### src/rtl/srv_defs_pkg.sv
// -----------------------------------------------------------------------------
// srv_defs : shared definitions for the operand-supply stage.
//
// Contents
//   XLEN, REG_IDX_W  : default operand and register-index widths
//   alu_opcode_t     : ALU operation encoding consumed by the execute unit
//   opr_bundle_t     : operand bundle handed to the ALU {s1, s2, opc, rd}
//   OPR_BUNDLE_RESET : value of a bundle register out of reset
// -----------------------------------------------------------------------------
package srv_defs;

    localparam int XLEN      = 32;
    localparam int REG_IDX_W = 5;

    typedef enum logic [3:0] {
        ALU_ADD  = 4'd0,
        ALU_SUB  = 4'd1,
        ALU_AND  = 4'd2,
        ALU_OR   = 4'd3,
        ALU_XOR  = 4'd4,
        ALU_SLL  = 4'd5,
        ALU_SRL  = 4'd6,
        ALU_SRA  = 4'd7,
        ALU_SLT  = 4'd8,
        ALU_SLTU = 4'd9
    } alu_opcode_t;

    typedef struct packed {
        logic [XLEN-1:0]      s1;
        logic [XLEN-1:0]      s2;
        alu_opcode_t          opc;
        logic [REG_IDX_W-1:0] rd;
    } opr_bundle_t;

    localparam opr_bundle_t OPR_BUNDLE_RESET = '{
        s1:  '0,
        s2:  '0,
        opc: ALU_ADD,
        rd:  '0
    };

endpackage

### src/rtl/opr_stage_fwd_mux.sv
// -----------------------------------------------------------------------------
// opr_fwd_mux : combinational source selection for one operand.
//
// Priority, highest first:
//   1. register index 0 reads as zero, whatever the bypass carries
//   2. bypass lane 1 (younger result) with a matching destination
//   3. bypass lane 0 with a matching destination
//   4. register file read data
// A bypass lane whose destination is register 0 never matches.
//
// Ports
//   src_idx   in  source register index
//   rf_rdata  in  register file read data for src_idx
//   byp_valid in  per-lane bypass valid
//   byp_rd    in  per-lane bypass destination index
//   byp_data  in  per-lane bypass result
//   src_data  out resolved operand value
// -----------------------------------------------------------------------------
module opr_fwd_mux #(
    parameter int XLEN      = 32,
    parameter int REG_IDX_W = 5
) (
    input  logic [REG_IDX_W-1:0]      src_idx,
    input  logic [XLEN-1:0]           rf_rdata,
    input  logic [1:0]                byp_valid,
    input  logic [1:0][REG_IDX_W-1:0] byp_rd,
    input  logic [1:0][XLEN-1:0]      byp_data,
    output logic [XLEN-1:0]           src_data
);

    logic       src_is_zero;
    logic [1:0] byp_hit;

    always_comb begin
        src_is_zero = (src_idx == '0);
        // The rd != 0 term keeps a lane writing x0 from ever forwarding.
        byp_hit[0]  = byp_valid[0] && (byp_rd[0] == src_idx) && (byp_rd[0] != '0);
        byp_hit[1]  = byp_valid[1] && (byp_rd[1] == src_idx) && (byp_rd[1] != '0);
    end

    always_comb begin
        src_data = rf_rdata;
        if (src_is_zero) begin
            src_data = '0;
        end else if (byp_hit[1]) begin
            src_data = byp_data[1];
        end else if (byp_hit[0]) begin
            src_data = byp_data[0];
        end
    end

endmodule

### src/rtl/opr_stage.sv
// -----------------------------------------------------------------------------
// opr_stage : single-lane operand-supply stage feeding the ALU.
//
// A decoded instruction is accepted on in_valid & in_ready. At that edge both
// operands are resolved (x0 / bypass lane 1 / bypass lane 0 / register file),
// optionally replaced by PC (s1) or immediate (s2), and registered together
// with opc and rd. The registered bundle is offered on out_valid / out_ready
// and never changes while held.
//
// Handshake: a transfer happens on a rising edge where valid and ready are
// both high; valid never drops and the payload never changes until the
// transfer, except through flush or reset, which discard held bundles.
//
// Build option SRV_OPR_SKID_EN
//   undefined : one output register, in_ready = ~out_valid | out_ready
//               (combinational from out_ready)
//   defined   : an extra one-entry skid register catches an instruction
//               accepted while the output is stalled; in_ready = ~skid_valid,
//               a pure register output. Ordering is preserved.
//
// Ports
//   clk, rst                 clock, asynchronous active-high reset
//   flush                    drop held bundles and any instruction accepted
//                            in the same cycle
//   in_valid / in_ready      upstream handshake
//   in_rs1, in_rs2, in_rd    source and destination indices
//   in_pc, in_imm            instruction address and sign-extended immediate
//   in_use_pc, in_use_imm    select pc for s1 / immediate for s2
//   in_opc                   ALU operation
//   rf_rdata1, rf_rdata2     register file read data for in_rs1 / in_rs2
//   byp_valid/byp_rd/byp_data two-lane result bypass (lane 1 younger)
//   out_valid / out_ready    downstream handshake
//   out_s1, out_s2, out_opc, out_rd  registered ALU bundle
//
// XLEN and REG_IDX_W must match the widths in srv_defs, since the bundle
// registers use the shared opr_bundle_t layout.
// -----------------------------------------------------------------------------
module opr_stage
    import srv_defs::alu_opcode_t;
    import srv_defs::opr_bundle_t;
#(
    parameter int XLEN      = srv_defs::XLEN,
    parameter int REG_IDX_W = srv_defs::REG_IDX_W
) (
    input  logic                      clk,
    input  logic                      rst,
    input  logic                      flush,

    input  logic                      in_valid,
    output logic                      in_ready,
    input  logic [REG_IDX_W-1:0]      in_rs1,
    input  logic [REG_IDX_W-1:0]      in_rs2,
    input  logic [REG_IDX_W-1:0]      in_rd,
    input  logic [XLEN-1:0]           in_pc,
    input  logic [XLEN-1:0]           in_imm,
    input  logic                      in_use_pc,
    input  logic                      in_use_imm,
    input  alu_opcode_t               in_opc,

    input  logic [XLEN-1:0]           rf_rdata1,
    input  logic [XLEN-1:0]           rf_rdata2,

    input  logic [1:0]                byp_valid,
    input  logic [1:0][REG_IDX_W-1:0] byp_rd,
    input  logic [1:0][XLEN-1:0]      byp_data,

    output logic                      out_valid,
    input  logic                      out_ready,
    output logic [XLEN-1:0]           out_s1,
    output logic [XLEN-1:0]           out_s2,
    output alu_opcode_t               out_opc,
    output logic [REG_IDX_W-1:0]      out_rd
);

    // -------------------------------------------------------------------------
    // Operand resolution (combinational, sampled only at the accept edge)
    // -------------------------------------------------------------------------
    logic [XLEN-1:0] src1;
    logic [XLEN-1:0] src2;
    opr_bundle_t     res_bundle;
    logic            accept;

    opr_fwd_mux #(
        .XLEN      (XLEN),
        .REG_IDX_W (REG_IDX_W)
    ) u_fwd_s1 (
        .src_idx   (in_rs1),
        .rf_rdata  (rf_rdata1),
        .byp_valid (byp_valid),
        .byp_rd    (byp_rd),
        .byp_data  (byp_data),
        .src_data  (src1)
    );

    opr_fwd_mux #(
        .XLEN      (XLEN),
        .REG_IDX_W (REG_IDX_W)
    ) u_fwd_s2 (
        .src_idx   (in_rs2),
        .rf_rdata  (rf_rdata2),
        .byp_valid (byp_valid),
        .byp_rd    (byp_rd),
        .byp_data  (byp_data),
        .src_data  (src2)
    );

    always_comb begin
        res_bundle     = srv_defs::OPR_BUNDLE_RESET;
        res_bundle.s1  = in_use_pc  ? in_pc  : src1;
        res_bundle.s2  = in_use_imm ? in_imm : src2;
        res_bundle.opc = in_opc;
        res_bundle.rd  = in_rd;
    end

    assign accept = in_valid && in_ready;

    // -------------------------------------------------------------------------
    // Output register (and skid register when enabled)
    // -------------------------------------------------------------------------
    logic        out_valid_q;
    logic        out_valid_d;
    opr_bundle_t out_bundle_q;
    opr_bundle_t out_bundle_d;

`ifdef SRV_OPR_SKID_EN

    logic        skid_valid_q;
    logic        skid_valid_d;
    opr_bundle_t skid_bundle_q;
    opr_bundle_t skid_bundle_d;

    // Ready depends only on skid occupancy, so it is a flop output.
    assign in_ready = !skid_valid_q;

    always_comb begin
        out_valid_d   = out_valid_q;
        out_bundle_d  = out_bundle_q;
        skid_valid_d  = skid_valid_q;
        skid_bundle_d = skid_bundle_q;

        if (flush) begin
            out_valid_d  = 1'b0;
            skid_valid_d = 1'b0;
        end else if (!out_valid_q || out_ready) begin
            // Output slot is free this edge. An occupied skid entry is older
            // than anything arriving now (and in_ready is low then), so it
            // moves up first.
            if (skid_valid_q) begin
                out_valid_d  = 1'b1;
                out_bundle_d = skid_bundle_q;
                skid_valid_d = 1'b0;
            end else if (accept) begin
                out_valid_d  = 1'b1;
                out_bundle_d = res_bundle;
            end else begin
                out_valid_d  = 1'b0;
            end
        end else if (accept) begin
            // Output stalled: park the new bundle in the skid entry.
            skid_valid_d  = 1'b1;
            skid_bundle_d = res_bundle;
        end
    end

    always_ff @(posedge clk or posedge rst) begin
        if (rst) begin
            skid_valid_q  <= 1'b0;
            skid_bundle_q <= srv_defs::OPR_BUNDLE_RESET;
        end else begin
            skid_valid_q  <= skid_valid_d;
            skid_bundle_q <= skid_bundle_d;
        end
    end

`else

    // Ready as soon as the held bundle is leaving this edge, so a stream
    // flows at one instruction per cycle with no bubble.
    assign in_ready = !out_valid_q || out_ready;

    always_comb begin
        out_valid_d  = out_valid_q;
        out_bundle_d = out_bundle_q;

        if (flush) begin
            // Flush wins over a same-cycle accept; the accepted one is lost.
            out_valid_d = 1'b0;
        end else if (accept) begin
            out_valid_d  = 1'b1;
            out_bundle_d = res_bundle;
        end else if (out_ready) begin
            out_valid_d = 1'b0;
        end
    end

`endif

    always_ff @(posedge clk or posedge rst) begin
        if (rst) begin
            out_valid_q  <= 1'b0;
            out_bundle_q <= srv_defs::OPR_BUNDLE_RESET;
        end else begin
            out_valid_q  <= out_valid_d;
            out_bundle_q <= out_bundle_d;
        end
    end

    assign out_valid = out_valid_q;
    assign out_s1    = out_bundle_q.s1;
    assign out_s2    = out_bundle_q.s2;
    assign out_opc   = out_bundle_q.opc;
    assign out_rd    = out_bundle_q.rd;

endmodule

### config.mk
export PLATFORM = sky130hd
export DESIGN_NAME = opr_stage
export DESIGN_NICKNAME = d
export VERILOG_FILES = /design/src/rtl/srv_defs_pkg.sv /design/src/rtl/opr_stage_fwd_mux.sv /design/src/rtl/opr_stage.sv
export SDC_FILE = /design/constraint.sdc
export NUM_CORES = 1
export LEC_CHECK = 0
export BUFFER_PORTS_ARGS = -buffer_cell sky130_fd_sc_hd__buf_2
export CAP_MARGIN = 20
export CORE_MARGIN = 10
export CORE_UTILIZATION = 44
export DETAILED_ROUTE_END_ITERATION = 8
export GPL_TIMING_DRIVEN = 0
export PLACE_DENSITY_LB_ADDON = 0.15
export SLEW_MARGIN = 0
export SYNTH_ARGS = -nofsm -noshare
export SYNTH_HDL_FRONTEND = slang
export SYNTH_SLANG_ARGS = --single-unit
### constraint.sdc
create_clock -name clk -period 2.95 [get_ports clk]
set_clock_uncertainty 0.15 [all_clocks]
set_input_delay 0.4425 -clock clk [delete_from_list [all_inputs] [get_ports clk]]
set_output_delay 0.4425 -clock clk [all_outputs]
set_load 0.01 [all_outputs]
Word-level counts from Yosys, hierarchy flattened
Index checks and enable logic that the tools add are counted.

Muxes and demuxes: 11. Bitwise operators: 1. Equality and inequality tests: 4. Reduce and logical (&&, ||, !) cells: 17.

Operators with widths (count): $mux 32 (8); $eq 5x5->1 (4); $logic_not 5->1 (2); $reduce_bool 5->1 (2); $logic_and 1x1->1 (9); $mux 1 (3); $reduce_bool 3->1 (1); $reduce_and 2->1 (1); $logic_not 1->1 (1); $logic_or 1x1->1 (1); $not 1->1 (1).

Word-level logic and storage cells: 38. Bits in registers: 74.

Depth between registers and ports, before layout
Depth after elaboration: 7. Mapped depth: 7. Gate-level depth less buffers: 5.

By module
A second synthesis with hierarchy kept.

Cell total of the unflattened synthesis: 423. Area, all modules: 5696.7 µm².

By module, submodules not included: opr_stage (cells an instance 233, area an instance 3927.5 µm², instances 1); opr_fwd_mux (cells an instance 95, area an instance 884.6 µm², instances 2).

Worst setup path before layout
No wires, ideal clock.

Path type: input to register. Start: input port byp_rd[3] (netlist bit). End: register out_bundle_q (netlist bit out_s1[0]). Buffers on the path: 1. Setup time: 126 ps. Stages on the path: 6. Arrival time: 1993 ps. Path slack: 681 ps. Required time: 2674 ps. Cells stage by stage: or4_1 o21ai_2 nor4_2 buf_6 mux2_4 a221o_1.

Longest elaborated chain between the ends: 7. Elaborated cells between the ends (all ways): 8. Those cells by class: 1 x eq/ne; 4 x mux; 3 x reduce/logical.

Ends and longest elaborated chain: start, declared (line opr_stage.sv:64) `input logic [1:0][REG_IDX_W-1:0] byp_rd,`; $eq 5x5->1 (line opr_stage_fwd_mux.sv:37) `byp_hit[0] = byp_valid[0] && (byp_rd[0] == src_idx) && (byp_rd[0] != '0);`; $logic_and 1x1->1 (line opr_stage_fwd_mux.sv:37); $logic_and 1x1->1 * (line opr_stage_fwd_mux.sv:37); $mux 32 * (line opr_stage_fwd_mux.sv:47) `end else if (byp_hit[0]) begin`; $mux 32 * (line opr_stage_fwd_mux.sv:45) `end else if (byp_hit[1]) begin`; $mux 32 * (line opr_stage_fwd_mux.sv:43) `if (src_is_zero) begin`; $mux 32 * (line opr_stage.sv:109) `res_bundle.s1 = in_use_pc ? in_pc : src1;`; end signal, assigned (line opr_stage.sv:201) `out_bundle_q <= srv_defs::OPR_BUNDLE_RESET;`; end signal, assigned (line opr_stage.sv:204) `out_bundle_q <= out_bundle_d;`; end, declared (line opr_stage.sv:122) `opr_bundle_t out_bundle_q;`.

Every way passes the cells marked *; elsewhere a longest branch is shown, timed or not. A chain may end at the register's enable or synchronous reset.

Final worst setup path
Start: register out_valid_q (netlist: out_valid). End: register out_bundle_q (netlist bit out_rd[1]).

Longest elaborated chain between the ends: 4.

Ends and longest elaborated chain: start, declared (line opr_stage.sv:120) `logic out_valid_q;`; start signal, assigned (line opr_stage.sv:203) `out_valid_q <= out_valid_d;`; $logic_not 1->1 (line opr_stage.sv:179) `assign in_ready = !out_valid_q || out_ready;`; $logic_or 1x1->1 (line opr_stage.sv:179); $logic_and 1x1->1 (line opr_stage.sv:115) `assign accept = in_valid && in_ready;`; $reduce_and 2->1 (no source line).

No other way between the ends.

==> flow_summary.html <==
<table>
<tr><th>Metric</th><th>Value</th></tr>
<tr><th colspan="2">Status</th></tr>
<tr><td>Outcome</td><td>complete, no violations</td></tr>
<tr><th colspan="2">STA</th></tr>
<tr><td>Hold violation total from the final report</td><td>0</td></tr>
<tr><td>Setup repair after global routing missed its margin</td><td>false</td></tr>
<tr><td>Smallest setup slack after layout</td><td>roughly 0.23 ns</td></tr>
<tr><td>Final period utilization</td><td>0.923</td></tr>
<tr><td>Slew at the pin closest to its max-slew limit</td><td>between 0.8 and 0.9 ns</td></tr>
<tr><td>Number of pins with negative max-slew slack in the final report</td><td>0</td></tr>
<tr><td>Setup-violating endpoint count in the final report</td><td>0</td></tr>
<tr><td>Headroom to the max-slew limit</td><td>0.417</td></tr>
<tr><td>Clock period minus final worst setup slack</td><td>between 2 and 3 ns</td></tr>
<tr><td>Final setup TNS</td><td>0 ns</td></tr>
<tr><td>Highest achievable clock rate</td><td>around 370 MHz</td></tr>
<tr><th colspan="2">Setup path</th></tr>
<tr><td>Crit Path Class</td><td>flop to flop</td></tr>
<tr><td>Critical path endpoint category</td><td>flop</td></tr>
<tr><td>Worst stage delay on the critical path</td><td>about 0.59 ns</td></tr>
<tr><td>Crit-path cells</td><td>nor2b_1, nor3b_1, clkbuf_1, clkbuf_1, mux2_2</td></tr>
<tr><td>Critical path launch point type</td><td>flop</td></tr>
<tr><td>Most prevalent standard cell on the critical path</td><td>clkbuf_1</td></tr>
<tr><td>R2R Path Start</td><td>out_valid$_DFFE_PP0P_</td></tr>
<tr><td>CP max FO</td><td>10</td></tr>
<tr><td>Critical Path Source</td><td>out_valid$_DFFE_PP0P_</td></tr>
<tr><td>Required time reported for the critical path endpoint</td><td>between 3 and 4 ns</td></tr>
<tr><td>Arrival time of data at the critical path endpoint</td><td>between 2 and 3 ns</td></tr>
<tr><td>Slowest cell on crit path</td><td>clkbuf_1</td></tr>
<tr><th colspan="2">Synth</th></tr>
<tr><td>Main combinational cell family by area after synthesis</td><td>multiplexers</td></tr>
<tr><td>Flop and latch count out of synthesis</td><td>74</td></tr>
<tr><td>Count of distinct cell types in the synthesized netlist</td><td>23</td></tr>
<tr><td>Mapped Avg Cell Area</td><td>between 9 and 10 um^2</td></tr>
<tr><td>Library cell with the largest summed area after synthesis</td><td>dfrtp_1</td></tr>
<tr><td>Post-Syn Nets</td><td>724</td></tr>
<tr><td>Area share of xor/xnor cells in the synthesized design</td><td>0.0357</td></tr>
<tr><td>Sequential fraction of the synthesis area</td><td>0.378</td></tr>
<tr><td>Compound-gate portion of the synthesized area</td><td>0.202</td></tr>
<tr><td>Top post-synthesis cells by area</td><td>dfrtp_1, mux2_4, a221o_1</td></tr>
<tr><td>Multiplexer fraction of the synthesized cell area</td><td>0.214</td></tr>
<tr><td>Adder-Cell Fraction of Synth Area</td><td>0</td></tr>
<tr><td>Summed instance area of the synthesized netlist</td><td>a little under 5000 um^2</td></tr>
<tr><td>Number of instances in the synthesized netlist</td><td>494</td></tr>
<tr><td>Area fraction in and, or, nand and nor cells after synthesis</td><td>0.124</td></tr>
<tr><td>Fraction of synthesized cell area taken by the top area cell type</td><td>0.378</td></tr>
<tr><td>Synth warn</td><td>0</td></tr>
<tr><th colspan="2">Layout</th></tr>
<tr><td>Highest-count cells in the layout ignoring fill and taps</td><td>buf_2, dfrtp_1, nor2_1</td></tr>
<tr><td>Final Instance Count excl. Fillers</td><td>956</td></tr>
<tr><td>Proportion of layout cells with a drive suffix above 1</td><td>0.496</td></tr>
<tr><td>P&amp;R area growth vs syn</td><td>39.6%</td></tr>
<tr><td>Finished Cell Area</td><td>6850 um^2</td></tr>
<tr><td>Final Net Count</td><td>1039</td></tr>
<tr><td>Fillcell total</td><td>954</td></tr>
<tr><td>Leading cell type in the layout, fill and taps excluded</td><td>buf_2</td></tr>
<tr><th colspan="2">Detailed routing</th></tr>
<tr><td>Via density per instance</td><td>about 5.6</td></tr>
<tr><td>ANT nets after route</td><td>0</td></tr>
<tr><td>Number of DRC violations after detailed routing</td><td>0</td></tr>
<tr><td>Length of the first detailed-routing pass in iterations</td><td>7</td></tr>
<tr><td>Routed Wire Length</td><td>roughly 21 mm</td></tr>
<tr><td>WL per Instance</td><td>roughly 22 um</td></tr>
<tr><td>First DRT Iteration DRCs</td><td>about 500</td></tr>
<tr><td>Vias after detailed routing</td><td>5366</td></tr>
<tr><th colspan="2">Clock tree</th></tr>
<tr><td>Master cell of the clock root buffer</td><td>clkbuf_8</td></tr>
<tr><td>Worst-Skew Late Latency</td><td>about 0.34 ns</td></tr>
<tr><td>Count of H-tree levels built during CTS</td><td>3</td></tr>
<tr><td>Total clock buffers created by CTS</td><td>9</td></tr>
<tr><td>Clk sinks</td><td>between 70 and 80</td></tr>
<tr><td>Clock Pin Slew Worst Setup and Hold Paths</td><td>~0.070 ns</td></tr>
<tr><td>Max Root-Sink Buffers</td><td>2</td></tr>
<tr><td>Post-CTS setup buffer count</td><td>0</td></tr>
<tr><td>CTS tree</td><td>yes</td></tr>
<tr><th colspan="2">GRT</th></tr>
<tr><td>Global-route wire length before repair</td><td>about 32 mm</td></tr>
<tr><td>Vias in the first global route</td><td>5949</td></tr>
<tr><td>Sum of overflow across all layers after global routing</td><td>0</td></tr>
<tr><td>Largest net degree at the start of global routing</td><td>just over 70</td></tr>
<tr><td>All-layer global routing usage</td><td>0.250</td></tr>
<tr><td>Antenna violations before repair</td><td>3</td></tr>
<tr><th colspan="2">Power</th></tr>
<tr><td>PD cells</td><td>around 470 nW/um^2</td></tr>
<tr><td>IR Drop Worst-Case VDD</td><td>0.279 mV</td></tr>
<tr><td>Power Total</td><td>3.20 mW</td></tr>
<tr><td>Leakage power</td><td>around 3.4 nW</td></tr>
<tr><th colspan="2">Worst hold path</th></tr>
<tr><td>Hold crit path type</td><td>input port to flop</td></tr>
<tr><td>Worst hold start</td><td>flush</td></tr>
<tr><th colspan="2">Placed design</th></tr>
<tr><td>Placed cell count</td><td>roughly 940</td></tr>
<tr><td>Post-detail-place hpwl</td><td>16.6 mm</td></tr>
<tr><td>Routability Congestion</td><td>0.893</td></tr>
<tr><td># port buffers</td><td>a little over 300</td></tr>
<tr><td>Placed Area</td><td>6620 um^2</td></tr>
<tr><td>Post-placement worst setup slack</td><td>between 0.1 and 0.15 ns</td></tr>
<tr><th colspan="2">Job</th></tr>
<tr><td>Reported max-cap violation count</td><td>0</td></tr>
<tr><th colspan="2">Floorplan</th></tr>
<tr><td>Floorplan Core Area</td><td>between 10000 and 15000 um^2</td></tr>
<tr><td>Y dimension of the die</td><td>~130 um</td></tr>
<tr><td>DIE AREA</td><td>about 16000 um^2</td></tr>
<tr><td>Die X-Extent</td><td>126 um</td></tr>
<tr><td>Count of boundary I/O pins</td><td>305</td></tr>
<tr><td>Initial core utilization</td><td>0.450</td></tr>
<tr><td>Row cnt</td><td>38</td></tr>
</table>
-- sequential cells by signal, summed over array words and instances (netlist names) --
name and cells:
out_s1 32, out_s2 32, out_rd 5, out_opc 4, out_valid 1
-- layer usage --
layer	share of wire	vias up	global-route usage
met1	0.37	2566	0.278
met4	0.025	2	0.101
met2	0.50	314	0.431
li1	-	2441	-
met5	0.00058	-	0
met3	0.10	43	0.0807
-- synthesized netlist by cell type --
cell type / n
nand4_1: 2
a21oi_1: 64
nand2_1: 64
o21a_1: 1
mux2_2: 13
nor2_1: 68
buf_2: 6
xnor2_1: 10
mux2_4: 60
or4_1: 4
o211ai_1: 2
xor2_1: 10
o21ai_2: 1
nor3_1: 2
a221o_1: 64
nor4_2: 2
inv_1: 4
nor2b_1: 3
buf_6: 6
nor3b_1: 1
dfrtp_1: 74
nand3_1: 2
clkbuf_1: 31
-- through the flow --
stage / hold WS, ns / utilization
after floorplan: 0.359 / -
after global placement: 0.335 / 0.605
after detailed placement: 0.172 / 0.608
after CTS: 0.0946 / 0.629
after global routing: 0.105 / 0.629
final: 0.110 / 0.629
-- area by class of cell --
cell class / instances / area, um^2 / area share
repair buffers: 304 / 1550 / 0.226
flip-flops and latches: 74 / 1850 / 0.270
well taps: 140 / 175 / 0.0256
inverters: 4 / 17.5 / 0.00256
clock inverters: 2 / 60.1 / 0.00877
plain buffers: 43 / 214 / 0.0312
multi-input cells: 373 / 2820 / 0.412
clock buffers: 14 / 153 / 0.0223
diodes: 2 / 5.00 / 0.000731
-- critical path, delay by kind of cell, from the launching register on --
kind / cells / cell delay, ns
and+or+nand+nor: 2 / 0.64
muxes: 1 / 0.41
buffers and inverters: 2 / 1.03
DFF: 1 / 0.37
-- power breakdown --
group / internal [mW] / switching (mW) / leakage, nW
sequential: 1.18 / 0.0910 / 0.836
clock: 0.502 / 0.375 / 0.105
combinational: 0.518 / 0.526 / 2.42
total: 2.20 / 0.992 / 3.36
-- cell families after synthesis --
| group | after synthesis |
|---|---|
| AO/OA/AOI/OAI | 132 |
| multiplexers | 73 |
| buffers and inverters | 47 |
| XOR/XNOR | 20 |
| AND/OR/NAND/NOR | 148 |
| flip-flops | 74 |
-- path summary, 6_finish.rpt --
path                                           to  depth (start not counted)  slack [ns]
setup / recovery            out_rd[1]$_DFFE_PP0P_                          5        0.23
hold / removal              out_valid$_DFFE_PP0P_                          2        0.11
setup reg to reg            out_rd[1]$_DFFE_PP0P_                          5        0.23
hold reg to reg             out_rd[2]$_DFFE_PP0P_                          1        0.35
max in group asynchronous   out_s1[2]$_DFFE_PP0P_                          4        1.75
min in group asynchronous  out_s1[25]$_DFFE_PP0P_                          3        0.37
-- what timing repair did --
action | in CTS | in global routing
gates resized for setup | 0 | 0
setup endpoints to repair | 0 | 0
hold buffers | 1 | 0
hold endpoints to repair | 3 | 0
Note: power is estimated with default switching activity, not from simulation.
